===== src/rtl/dec_gray2bin.sv =====
// rtl/dec_gray2bin.sv - sequential MSB-first Gray-to-binary decoder with single-step checker
module dec_gray2bin #(
  parameter int WIDTH = 10
) (
  input  logic             clk,
  input  logic             rst_n,
  input  logic             in_valid,
  output logic             in_ready,
  input  logic [WIDTH-1:0] gray,
  output logic             out_valid,
  input  logic             out_ready,
  output logic [WIDTH-1:0] bin,
  output logic             step_err,
  output logic [7:0]       err_cnt
);
  localparam int IW = $clog2(WIDTH);

  typedef enum logic [1:0] {IDLE, BUSY, DONE} state_t;

  state_t           state, state_nxt;
  logic [WIDTH-1:0] g_reg;
  logic [WIDTH-1:0] prev_gray;
  logic             prev_ok;
  logic [IW-1:0]    idx;
  logic [IW:0]      idx_up;
  logic             accept;
  logic             step_bad;

  assign accept   = in_valid & in_ready;
  assign idx_up   = {1'b0, idx} + (IW+1)'(1);
  // a legal Gray step flips exactly one bit; a repeated code is also flagged
  assign step_bad = prev_ok && ($countones(gray ^ prev_gray) != 1);

  always_ff @(posedge clk or negedge rst_n) begin
    if (!rst_n) state <= IDLE;
    else        state <= state_nxt;
  end

  always_comb begin
    state_nxt = state;
    case (state)
      IDLE:    if (accept) state_nxt = BUSY;
      BUSY:    if (idx == '0) state_nxt = DONE;
      DONE:    if (out_ready) state_nxt = IDLE;
      default: state_nxt = IDLE;
    endcase
  end

  always_ff @(posedge clk or negedge rst_n) begin
    if (!rst_n) begin
      in_ready  <= 1'b0;
      out_valid <= 1'b0;
      bin       <= '0;
      step_err  <= 1'b0;
      err_cnt   <= 8'd0;
      g_reg     <= '0;
      prev_gray <= '0;
      prev_ok   <= 1'b0;
      idx       <= '0;
    end else begin
      in_ready  <= (state_nxt == IDLE);
      out_valid <= (state_nxt == DONE);
      if (accept) begin
        g_reg          <= gray;
        bin[WIDTH-1]   <= gray[WIDTH-1];
        idx            <= IW'(WIDTH-2);
        step_err       <= step_bad;
        prev_gray      <= gray;
        prev_ok        <= 1'b1;
        if (step_bad && err_cnt != 8'hFF) err_cnt <= err_cnt + 8'd1;
      end else if (state == BUSY) begin
        bin[idx] <= bin[idx_up] ^ g_reg[idx];
        if (idx != '0) idx <= idx - IW'(1);
      end
    end
  end
endmodule


===== config.mk =====
export PLATFORM = sky130hd
export DESIGN_NAME = dec_gray2bin
export DESIGN_NICKNAME = d
export VERILOG_FILES = /design/src/rtl/dec_gray2bin.sv
export SDC_FILE = /design/constraint.sdc
export NUM_CORES = 1
export LEC_CHECK = 0
export ABC_AREA = 0
export ABC_CLOCK_PERIOD_IN_PS = 6550
export CAP_MARGIN = 40
export CORE_ASPECT_RATIO = 0.9
export CORE_MARGIN = 2
export CORE_UTILIZATION = 57
export DETAILED_ROUTE_END_ITERATION = 6
export GPL_TIMING_DRIVEN = 0
export PLACE_DENSITY = 0.84
export REMOVE_ABC_BUFFERS = 1
export SLEW_MARGIN = 20
export SYNTH_ARGS = -nofsm -noshare
export SYNTH_HDL_FRONTEND = slang
export SYNTH_SLANG_ARGS = --single-unit
export TNS_END_PERCENT = 100

===== constraint.sdc =====
create_clock -name clk -period 6.55 [get_ports clk]
set_input_delay 1.965 -clock clk [delete_from_list [all_inputs] [get_ports clk]]
set_output_delay 1.965 -clock clk [all_outputs]
set_load 0.01 [all_outputs]

Word-level counts from Yosys, hierarchy flattened. Index checks and enable logic that the tools add are counted.

Memory bits (read-only): 0. Output and inout port bits: 21. Memories kept: 0. Bits in writable memories: 0. Word-level logic and storage cells: 62. Register bits: 38. Latch bits: 0. Input port bits: 14.

Div/mod/pow operators: 0. $mul: 0. Multiplexer cells: 16. Equality and inequality tests: 5. $add $sub $neg: 12. Shifts and indexed selects: 0. Bitwise logic cells: 4. Reductions and logical operators: 12. Magnitude comparators: 3.

Operator list (count): $mux 4 (3); $add 1x1->2 (5); $bwmux 10 (1); $mux 10 (1); $xor 10x10->10 (1); $add 8x1->8 const B (1); $bmux 1 s4 (2); $ne 8x8->1 const B (1); $add 2x2->3 (2); $mux 2 (3); $pmux 2 s3 (1); $reduce_and 2->1 (3); $add 4x1->5 const B (1); $add 4x2->5 (1); $lt 4x5->1 const B (1); $lt 5x5->1 const B (1); $ne 5x1->1 const B (1); $add 3x3->4 (1); $demux 1 s4 (1); $eq 2x2->1 const B (2); $ge 4x1->1 const B (1); $logic_not 2->1 (2); $logic_not 4->1 (1); $mux 1 (4); other kinds (8) (11).

Longest topological paths before layout. Gate-level depths: netlist (run 1).

Word-level depth: 9. Depth in mapped cells: 13. Depth with buffers taken out: 13.

Least setup slack after synthesis (run 1). No wires, ideal clock.

Kind: input to register. Start: in gray[1]. End: reg err_cnt[1]. Buffers on the path: 0. Setup time: 0.125 ns. Stages: 12. Required time: 6.425 ns. Arrival: 5.315 ns. Path slack: 1.110 ns. Path through: xnor2_1 > fa_1 > fa_1 > fa_1 > inv_1 > ha_1 > inv_1 > fa_1 > a2111oi_0 > o211ai_1 > o2111ai_1 > mux2_2.

Cells in the longest elaborated chain, start to end: 9.

Ends and longest elaborated chain: start: declaration (line 9) `input logic [WIDTH-1:0] gray,`; $xor 10x10->10 (line 32) `assign step_bad = prev_ok && ($countones(gray ^ prev_gray) != 1);`; $add 1x1->2 (implied by the code) (line 32); $add 2x2->3 (implied by the code) (line 32); $add 3x3->4 (implied by the code) (line 32); $add 4x2->5 (implied by the code) (line 32); $ne 5x1->1 (line 32); $logic_and 1x1->1 (line 32); $logic_and 1x1->1 (line 70) `if (step_bad && err_cnt != 8'hFF) err_cnt <= err_cnt + 8'd1;`; $reduce_and 2->1 (no source line); end signal: assignment (line 70); end: declaration (line 14) `output logic [7:0] err_cnt`.

Every way passes these cells. A chain may end at the register's enable or synchronous reset.

Worst setup path after layout (run 1).
Start: in gray[3]. End: reg err_cnt[1].

Same word-level chain as after synthesis.

==> results.py, run 1 <==
metrics = {
    "route": {
        "final_antenna_net_count": 0,
        "vias": 1533,
        "viasPerCell": 5.46,
        "drt-pass1-iter-count": 4,
        "wire_per_inst_um": 13.9,
        "wirelength_um": 3920,
        "drc": 0,
        "drtIter0Drc": 52,
    },
    "sta": {
        "fin_crit_sh_pct": 91.2,
        "whs_ns": 0.480,
        "period_needed_ns": 5.97,
        "setup_tns_ns": 0,
        "hold_viol_final": 0,
        "setup_viol_count_final": 0,
        "fmax_ghz": 0.167,
        "tightest_slew_ns": 0.710,
        "grt_setup_unrepaired": "false",
        "maxSlewHeadroom_pct": 52.0,
        "finalClockSkew_ns": 0.00887,
        "slew_viol_final": 0,
    },
    "place": {
        "place_congestion": 0.767,
        "hpwl_um": 2910,
        "dp.cells": 274,
        "numPortBuffers": 34,
        "post_dp_cell_area_um2": 2530,
    },
    "cts": {
        "clk_pin_slew_ns": 0.07,
        "clk_latency_ns": 0.28,
        "cts_sinks": 38,
        "cts_hold_buf": 0,
        "post_cts_buffers": 0,
        "ctsLongestPathBuffers": 2,
        "cts_root_buf": "clkbuf_8",
        "cts.repair.resized": 0,
        "cts_buffers": 5,
        "htree_levels": 2,
        "cts_tree": "built",
    },
    "synth": {
        "synth_top_area_share_pct": 44.3,
        "synthCells": 198,
        "seq_area_frac_synth_pct": 44.3,
        "ys_ff_latch": 38,
        "synth_top_family_by_area": "simple AND/OR/NAND/NOR gates",
        "synth_xor_area_share_pct": 9.73,
        "yosys.area_share.adder_pct": 9.67,
        "yosysWarnings": 0,
        "synthMuxAreaShare_pct": 13.2,
        "avgSynthCellArea_um2": 10.9,
        "synthSimpleGateAreaFrac_pct": 17.1,
        "synthTopCellsByArea": "dfrtp_1, nand2_1, fa_1, mux4_1, xnor2_1",
        "yosysTopAreaCell": "dfrtp_1",
        "synth_compound_area_share_pct": 3.55,
        "syn_area_um2": 2150,
        "synthDistinctLibCells": 36,
    },
    "power": {
        "switching_share_pct": 42.3,
        "power_uw": 1620,
        "power_density_nw_per_um2": 611,
        "p_int_uw": 932,
        "p_leak_uw": 0.00119,
        "pwr-share-comb_pct": 60.3,
        "peakVddDrop_uv": 332,
        "power.switching_uw": 684,
        "clockPowerShare_pct": 12.4,
        "power_frac_seq_pct": 27.3,
    },
    "floorplan": {
        "rows": 21,
        "initial_core_util_pct": 58.4,
        "die_h_um": 62.2,
        "die_x_um": 68.7,
        "dieArea_um2": 4280,
        "core_um2": 3680,
        "ios": 35,
    },
    "worst_hold_path": {
        "hp-class": "reg2reg",
    },
    "layout": {
        "mostFrequentLayoutCells": "nand2_1, dfrtp_1, clkdlybuf4s50_1",
        "synthToLayoutAreaGrowth_pct": 23.2,
        "drive_gt1_share_pct": 8.51,
        "stdcell_area_um2": 2650,
        "nets": 262,
        "final_cells": 281,
        "diodes": 0,
        "final_common_cell": "nand2_1",
    },
    "worst_setup_path": {
        "cp.required_ns": 6.72,
        "critPathKind": "in2reg",
        "critPathLaunchType": "input port",
        "crit_arrival_ns": 6.14,
        "crit_fanout": 8,
        "critPathCaptureType": "flop",
    },
    "grt": {
        "grt_max_degree": 27,
        "grt_pass1_wl_um": 7100,
        "grt_usage_pct": 22.0,
        "grt-ovfl-total": 0,
        "antenna_found_initial": 0,
        "grt_pass1_vias": 1545,
    },
    "run_status": {
        "status": "completed",
    },
    "job": {
        "maxCapViolations": 0,
    },
}
-- cell type report --
cell class,count,area [um^2]
Sequential cell,38,951
Clock inverter,1,30.0
Multi-Input combinational cell,148,1140
Clock buffer,6,82.6
Tap cell,46,57.6
Timing Repair Buffer,35,355
Fill cell,275,1030
Inverter,7,26.3
-- metrics by stage --
step | util (%) | setup slack (ns)
after floorplan | - | 1.11
after global placement | 68.5 | 0.407
after detailed placement | 68.9 | 0.271
after CTS | 71.9 | 0.542
after global routing | 71.9 | 0.335
final | 71.9 | 0.579
-- critical path, stage by stage --
cell and delay, ns:
clkdlybuf4s50_1 0.46, xnor2_1 0.23, fa_1 0.48, fa_1 0.53
fa_1 0.49, inv_1 0.08, ha_1 0.16, inv_1 0.06
fa_1 0.39, a2111oi_0 0.43, o211ai_1 0.18, o2111ai_1 0.29
mux2_2 0.40
-- power groups by stage --
| stage | combinational, uW | sequential [uW] | clock [uW] |
|---|---|---|---|
| 6_report | 974 | 442 | 200 |
| 5_1_grt | 1120 | 460 | 219 |
| 2_1_floorplan | 668 | 445 | 0 |
| 3_5_place_dp | 983 | 446 | 0 |
| 3_3_place_gp | 925 | 442 | 0 |
| 4_1_cts | 987 | 443 | 205 |
-- synthesized netlist by cell type (all sizes together) --
| cell | n |
|---|---|
| nand2 | 46 |
| dfrtp | 38 |
| nor2 | 13 |
| xnor2 | 12 |
| mux2 | 11 |
| xor2 | 11 |
| nand3 | 10 |
| ha | 7 |
| inv | 7 |
| fa | 6 |
| mux4 | 4 |
| nor3 | 4 |
| and2 | 3 |
| clkbuf | 3 |
| mux2i | 3 |
| a21oi | 2 |
| buf | 2 |
| nand2b | 2 |
| o21ai | 2 |
| a2111oi | 1 |
| a211oi | 1 |
| a31oi | 1 |
| a41oi | 1 |
| and3 | 1 |
| and4 | 1 |
| nand4b | 1 |
| nor2b | 1 |
| nor4b | 1 |
| o2111ai | 1 |
| o211ai | 1 |
| o311ai | 1 |
-- worst paths after layout --
check                                              start                     end  slack [ns]  depth (start not counted)
worst min register to register        state[1]$_DFF_PN0_      state[0]$_DFF_PN0_        0.48                          1
worst max-delay path                             gray[3]  err_cnt[1]$_DFFE_PN0P_        0.58                         13
worst min-delay path                  state[1]$_DFF_PN0_      state[0]$_DFF_PN0_        0.48                          1
min in group asynchronous                          rst_n      bin[5]$_DFFE_PN0P_        1.57                          1
max in group asynchronous                          rst_n      idx[1]$_DFFE_PN0P_        4.55                          2
worst max register to register  prev_gray[1]$_DFFE_PN0P_  err_cnt[1]$_DFFE_PN0P_        2.34                         12
-- cells by family (layout without fill, tap and decap cells) --
family	count (synthesis)	in the layout
AO/OA/AOI/OAI	11	11
XOR/XNOR	23	23
adder cells (fa/ha/maj)	13	13
buffers and inverters	12	49
flip-flops	38	38
multiplexers	18	18
AND/OR/NAND/NOR	83	83
-- registers in the layout, indices dropped and copies added (netlist names) --
| signal | flops |
|---|---|
| bin | 10 |
| state | 2 |
| prev_gray | 10 |
| step_err | 1 |
| prev_ok | 1 |
| err_cnt | 8 |
| in_ready | 1 |
| idx | 4 |
| out_valid | 1 |
-- per-layer routing --
| layer | global-route usage [%] | share of wire, % |
|---|---|---|
| met2 | 33.1 | 46 |
| met5 | 0 | 0 |
| met4 | 5.15 | 0.71 |
| met1 | 32.5 | 49 |
| met3 | 5.07 | 4.7 |
(Power assumes the default switching activity.)
==> inputs of run 2 (changes only) <==
Settings changed: CORE_UTILIZATION 57 to 35, DONT_BUFFER_PORTS set to 1, PLACE_DENSITY 0.84 to not set.
==> results.py, run 2 (same netlist as run 1, synthesis figures left out) <==
metrics = {
    "run_status": {
        "status": "completed",
    },
    "layout": {
        "mostFrequentLayoutCells": "nand2_1, dfrtp_1, nor2_1",
        "final_common_cell": "nand2_1",
        "nets": 227,
        "top_regs": "bin x10, prev_gray x10, err_cnt x8",
        "stdcell_area_um2": 2350,
        "drive_gt1_share_pct": 9.45,
        "fin_util_pct": 39.1,
        "final_cells": 273,
        "synthToLayoutAreaGrowth_pct": 9.55,
        "diodes": 0,
    },
    "place": {
        "dp.cells": 265,
        "place_congestion": 0.735,
        "hpwl_um": 3040,
        "numPortBuffers": 0,
        "post_dp_cell_area_um2": 2210,
    },
    "worst_setup_path": {
        "crit_arrival_ns": 5.58,
        "critPathCaptureType": "flop",
        "critPathLaunchType": "input port",
        "r2r_start": "prev_gray[1]$_DFFE_PN0P_",
        "crit_fanout": 8,
        "crit_start": "gray[1]",
        "critPathKind": "in2reg",
        "cp.required_ns": 6.73,
    },
    "floorplan": {
        "die_h_um": 78.3,
        "rows": 27,
        "core_um2": 6010,
        "dieArea_um2": 6780,
        "initial_core_util_pct": 35.7,
        "die_x_um": 86.6,
        "ios": 35,
    },
    "cts": {
        "post_cts_buffers": 0,
        "clk_pin_slew_ns": 0.08,
        "cts_buffers": 5,
        "ctsLongestPathBuffers": 2,
        "cts_hold_buf": 0,
        "htree_levels": 2,
        "cts_tree": "built",
        "cts_root_buf": "clkbuf_8",
        "cts.repair.resized": 0,
        "clk_latency_ns": 0.29,
        "cts_sinks": 38,
    },
    "job": {
        "maxCapViolations": 0,
    },
    "sta": {
        "maxSlewHeadroom_pct": 54.6,
        "grt_setup_unrepaired": "false",
        "tightest_slew_ns": 0.672,
        "slew_viol_final": 0,
        "fmax_ghz": 0.185,
        "period_needed_ns": 5.40,
        "setup_viol_count_final": 0,
        "hold_viol_final": 0,
        "finalClockSkew_ns": 0.00704,
        "setup_tns_ns": 0,
        "fin_crit_sh_pct": 82.4,
    },
    "grt": {
        "antenna_found_initial": 0,
        "grt_pass1_vias": 1368,
        "grt-ovfl-total": 0,
        "grt_usage_pct": 13.2,
        "grt_pass1_wl_um": 6880,
        "grt_max_degree": 39,
    },
    "power": {
        "power_uw": 1540,
        "p_leak_uw": 0.00107,
        "peakVddDrop_uv": 203,
        "power_density_nw_per_um2": 653,
    },
    "route": {
        "drtIter0Drc": 50,
        "final_antenna_net_count": 0,
        "drc": 0,
        "vias": 1379,
        "wirelength_um": 4120,
        "viasPerCell": 5.05,
        "wire_per_inst_um": 15.1,
        "drt-pass1-iter-count": 4,
    },
    "worst_hold_path": {
        "hold_path_startpoint": "state[1]$_DFF_PN0_",
        "hp-class": "reg2reg",
    },
}
## run 2: cell types whose count changed in the layout (fill, tap and decap cells not counted), sizes merged
cell           change
bufinv             +1
buf                -2
clkdlybuf4s50     -33
## run 2: power breakdown
group | total (uW) | switching, uW | internal [uW]
clock | 250 | 87.6 | 163
sequential | 477 | 145 | 332
combinational | 809 | 429 | 380
total | 1540 | 662 | 875
## run 2: per-layer routing
| metal | vias to the layer above | part of all wire [%] | GRT usage (%) |
|---|---|---|---|
| li1 | 668 | - | - |
| met1 | 670 | 45 | 17.9 |
| met2 | 35 | 45 | 18.8 |
| met3 | 6 | 8.5 | 5.47 |
| met4 | 0 | 1.7 | 4.53 |
| met5 | - | 0 | 0 |
## run 2: critical path, stage by stage
cell and delay [ns]:
xnor2_1 0.21, fa_1 0.48, fa_1 0.52, fa_1 0.48, inv_1 0.08, ha_1 0.16, inv_1 0.05, fa_1 0.36
a2111oi_0 0.39, o211ai_1 0.19, o2111ai_1 0.31, mux2_2 0.40
## run 2: stage by stage
step	setup slack, ns	hold WS (ns)
floorplan	1.11	0.442
global placement	0.851	0.467
detailed placement	0.830	0.482
CTS	1.14	0.492
global route	0.845	0.514
finish	1.15	0.493
## run 2: area by class of cell
| class | instances | area (um^2) |
|---|---|---|
| Fill cell | 605 | 3660 |
| Inverter | 7 | 26.3 |
| Sequential cell | 38 | 951 |
| Tap cell | 72 | 90.1 |
| Multi-Input combinational cell | 148 | 1140 |
| Clock inverter | 2 | 60.1 |
| Clock buffer | 6 | 82.6 |
## run 2: final timing paths
kind	end	slack, ns	cells past startpoint
max	err_cnt[1]$_DFFE_PN0P_	1.15	12
min	state[0]$_DFF_PN0_	0.49	1
max reg2reg	err_cnt[1]$_DFFE_PN0P_	2.41	12
min reg2reg	state[0]$_DFF_PN0_	0.49	1
max in group asynchronous	state[1]$_DFF_PN0_	5.10	0
min in group asynchronous	prev_gray[6]$_DFFE_PN0P_	1.36	0
==> inputs of run 3 (changes only) <==
Settings changed: ABC_CLOCK_PERIOD_IN_PS 6550 to 5190.
Clock period 6.55 ns to 5.19 ns, I/O delays scaled along.
==> results.py, run 3 (same netlist as run 1, synthesis figures left out) <==
metrics = {
    "cts": {
        "cts_buffers": 5,
        "clk_latency_ns": 0.29,
        "cts_root_buf": "clkbuf_8",
        "htree_levels": 2,
        "clk_pin_slew_ns": 0.08,
        "cts_hold_buf": 0,
        "ctsLongestPathBuffers": 2,
        "cts_tree": "built",
        "cts_sinks": 38,
    },
    "power": {
        "power.switching_uw": 839,
        "p_leak_uw": 0.00107,
        "pwr-share-comb_pct": 52.9,
        "clockPowerShare_pct": 16.2,
        "peakVddDrop_uv": 265,
        "power_frac_seq_pct": 30.9,
        "switching_share_pct": 43.1,
        "power_density_nw_per_um2": 825,
        "p_int_uw": 1110,
    },
    "worst_setup_path": {
        "path_cells": "xnor2_1 > fa_1 > fa_1 > fa_1 > inv_1 > ha_1 > inv_1 > fa_1 > a2111oi_0 > o211ai_1 > o2111ai_2 > mux2_2",
        "r2r_start": "prev_gray[1]$_DFFE_PN0P_",
        "cp_slowest_cell": "fa_1",
        "critPathLaunchType": "input port",
        "cp.required_ns": 5.37,
        "critPathKind": "in2reg",
        "cp-endpoint": "err_cnt[1]$_DFFE_PN0P_",
        "r2r_setup_slack_ns": 1.17,
        "crit_arrival_ns": 5.05,
        "rr_worst_depth": 12,
        "crit_fanout": 8,
        "max_stage_delay_ns": 0.52,
        "crit_start": "gray[1]",
        "timing.critical_path.mode_cell": "fa_1",
        "r2r_end": "err_cnt[1]$_DFFE_PN0P_",
        "critPathCaptureType": "flop",
    },
    "sta": {
        "tightest_slew_ns": 0.703,
        "slew_viol_final": 0,
        "finalClockSkew_ns": 0.00621,
        "hold_viol_final": 0,
        "setup_tns_ns": 0,
        "whs_ns": 0.495,
        "setup_viol_count_final": 0,
        "maxSlewHeadroom_pct": 52.4,
        "fmax_ghz": 0.205,
        "period_needed_ns": 4.88,
        "fin_crit_sh_pct": 94.0,
        "grt_setup_unrepaired": "false",
    },
    "layout": {
        "stdcell_area_um2": 2360,
        "top_regs": "bin x10, prev_gray x10, err_cnt x8",
        "drive_gt1_share_pct": 9.95,
        "final_cells": 273,
        "mostFrequentLayoutCells": "nand2_1, dfrtp_1, nor2_1",
        "diodes": 0,
        "nets": 227,
        "synthToLayoutAreaGrowth_pct": 9.84,
        "final_common_cell": "nand2_1",
    },
    "place": {
        "hpwl_um": 3040,
        "place_congestion": 0.735,
        "numPortBuffers": 0,
        "post_dp_cell_area_um2": 2210,
        "dp.cells": 265,
    },
    "worst_hold_path": {
        "hp-class": "reg2reg",
    },
    "grt": {
        "grt_max_degree": 39,
        "grt-ovfl-total": 0,
        "antenna_found_initial": 0,
        "grt_usage_pct": 13.2,
        "grt_pass1_wl_um": 6880,
        "grt_pass1_vias": 1368,
    },
    "route": {
        "drt-pass1-iter-count": 4,
        "drc": 0,
        "m1WireLength_um": 1930,
        "viasPerCell": 5.05,
        "final_antenna_net_count": 0,
        "routed.top_layer": "met4",
        "drtIter0Drc": 48,
        "wire_per_inst_um": 15.2,
        "wl_met3_um": 292,
        "vias": 1380,
        "met2WireLength_um": 1870,
        "wirelength_um": 4150,
    },
    "floorplan": {
        "die_x_um": 86.6,
        "rows": 27,
        "initial_core_util_pct": 35.7,
        "ios": 35,
        "core_um2": 6010,
        "dieArea_um2": 6780,
        "die_h_um": 78.3,
    },
    "job": {
        "maxCapViolations": 0,
    },
    "run_status": {
        "status": "completed",
    },
}
## run 3: cell counts in the layout (fill, tap and decap cells not counted)
Identical to the previous run, type by type.
## run 3: per-stage QoR
| stage | setup slack [ns] | power, uW | util [%] |
|---|---|---|---|
| 2_1_floorplan | 0.158 | 1410 | - |
| 3_3_place_gp | -0.101 | 1610 | 36.8 |
| 3_5_place_dp | -0.122 | 1650 | 36.8 |
| 4_1_cts | 0.185 | 1960 | 39.1 |
| 5_1_grt | 0.0268 | 2180 | 39.2 |
| 6_report | 0.313 | 1950 | 39.2 |
## run 3: worst max-delay path: cells and delay by family
kind,cells,cell delay (ns)
fa+ha+maj,5,2.00
compound gates,3,0.79
mux,1,0.38
xor+xnor,1,0.21
buf+inv,2,0.13
## run 3: final cells by class
type,count,area [um^2]
fill,604,3650
tap,72,90.1
inverter,7,26.3
clock buffer,6,82.6
sequential,38,951
clock inverter,2,60.1
multi-input combinational,148,1150
## run 3: what timing repair did
action / in CTS / in global routing
resized for setup: 0 / 1
setup endpoints to repair: 0 / 3
buffers inserted: 0 / 0
## run 3: layer usage
layer / vias to the layer above / track usage [%]
li1: 669 / -
met1: 679 / 17.9
met2: 28 / 18.8
met3: 4 / 5.47
met4: 0 / 4.53
met5: - / 0
## run 3: worst min-delay path by stage
stage,startpoint,end,slack (ns),cells past startpoint
final,state[1]$_DFF_PN0_,state[0]$_DFF_PN0_,0.50,1
after global routing,state[1]$_DFF_PN0_,state[0]$_DFF_PN0_,0.52,1
after CTS,state[1]$_DFF_PN0_,state[0]$_DFF_PN0_,0.49,1
after detailed placement,state[1]$_DFF_PN0_,state[0]$_DFF_PN0_,0.48,1
after global placement,state[1]$_DFF_PN0_,state[0]$_DFF_PN0_,0.47,1
after floorplan,state[1]$_DFF_PN0_,state[0]$_DFF_PN0_,0.44,1
## run 3: power by group through the flow
stage	Sequential, uW	Clock, uW	Combinational [uW]
2_1_floorplan	562	0	844
3_3_place_gp	603	0	1010
3_5_place_dp	610	0	1040
4_1_cts	603	321	1040
5_1_grt	625	336	1220
6_report	602	315	1030
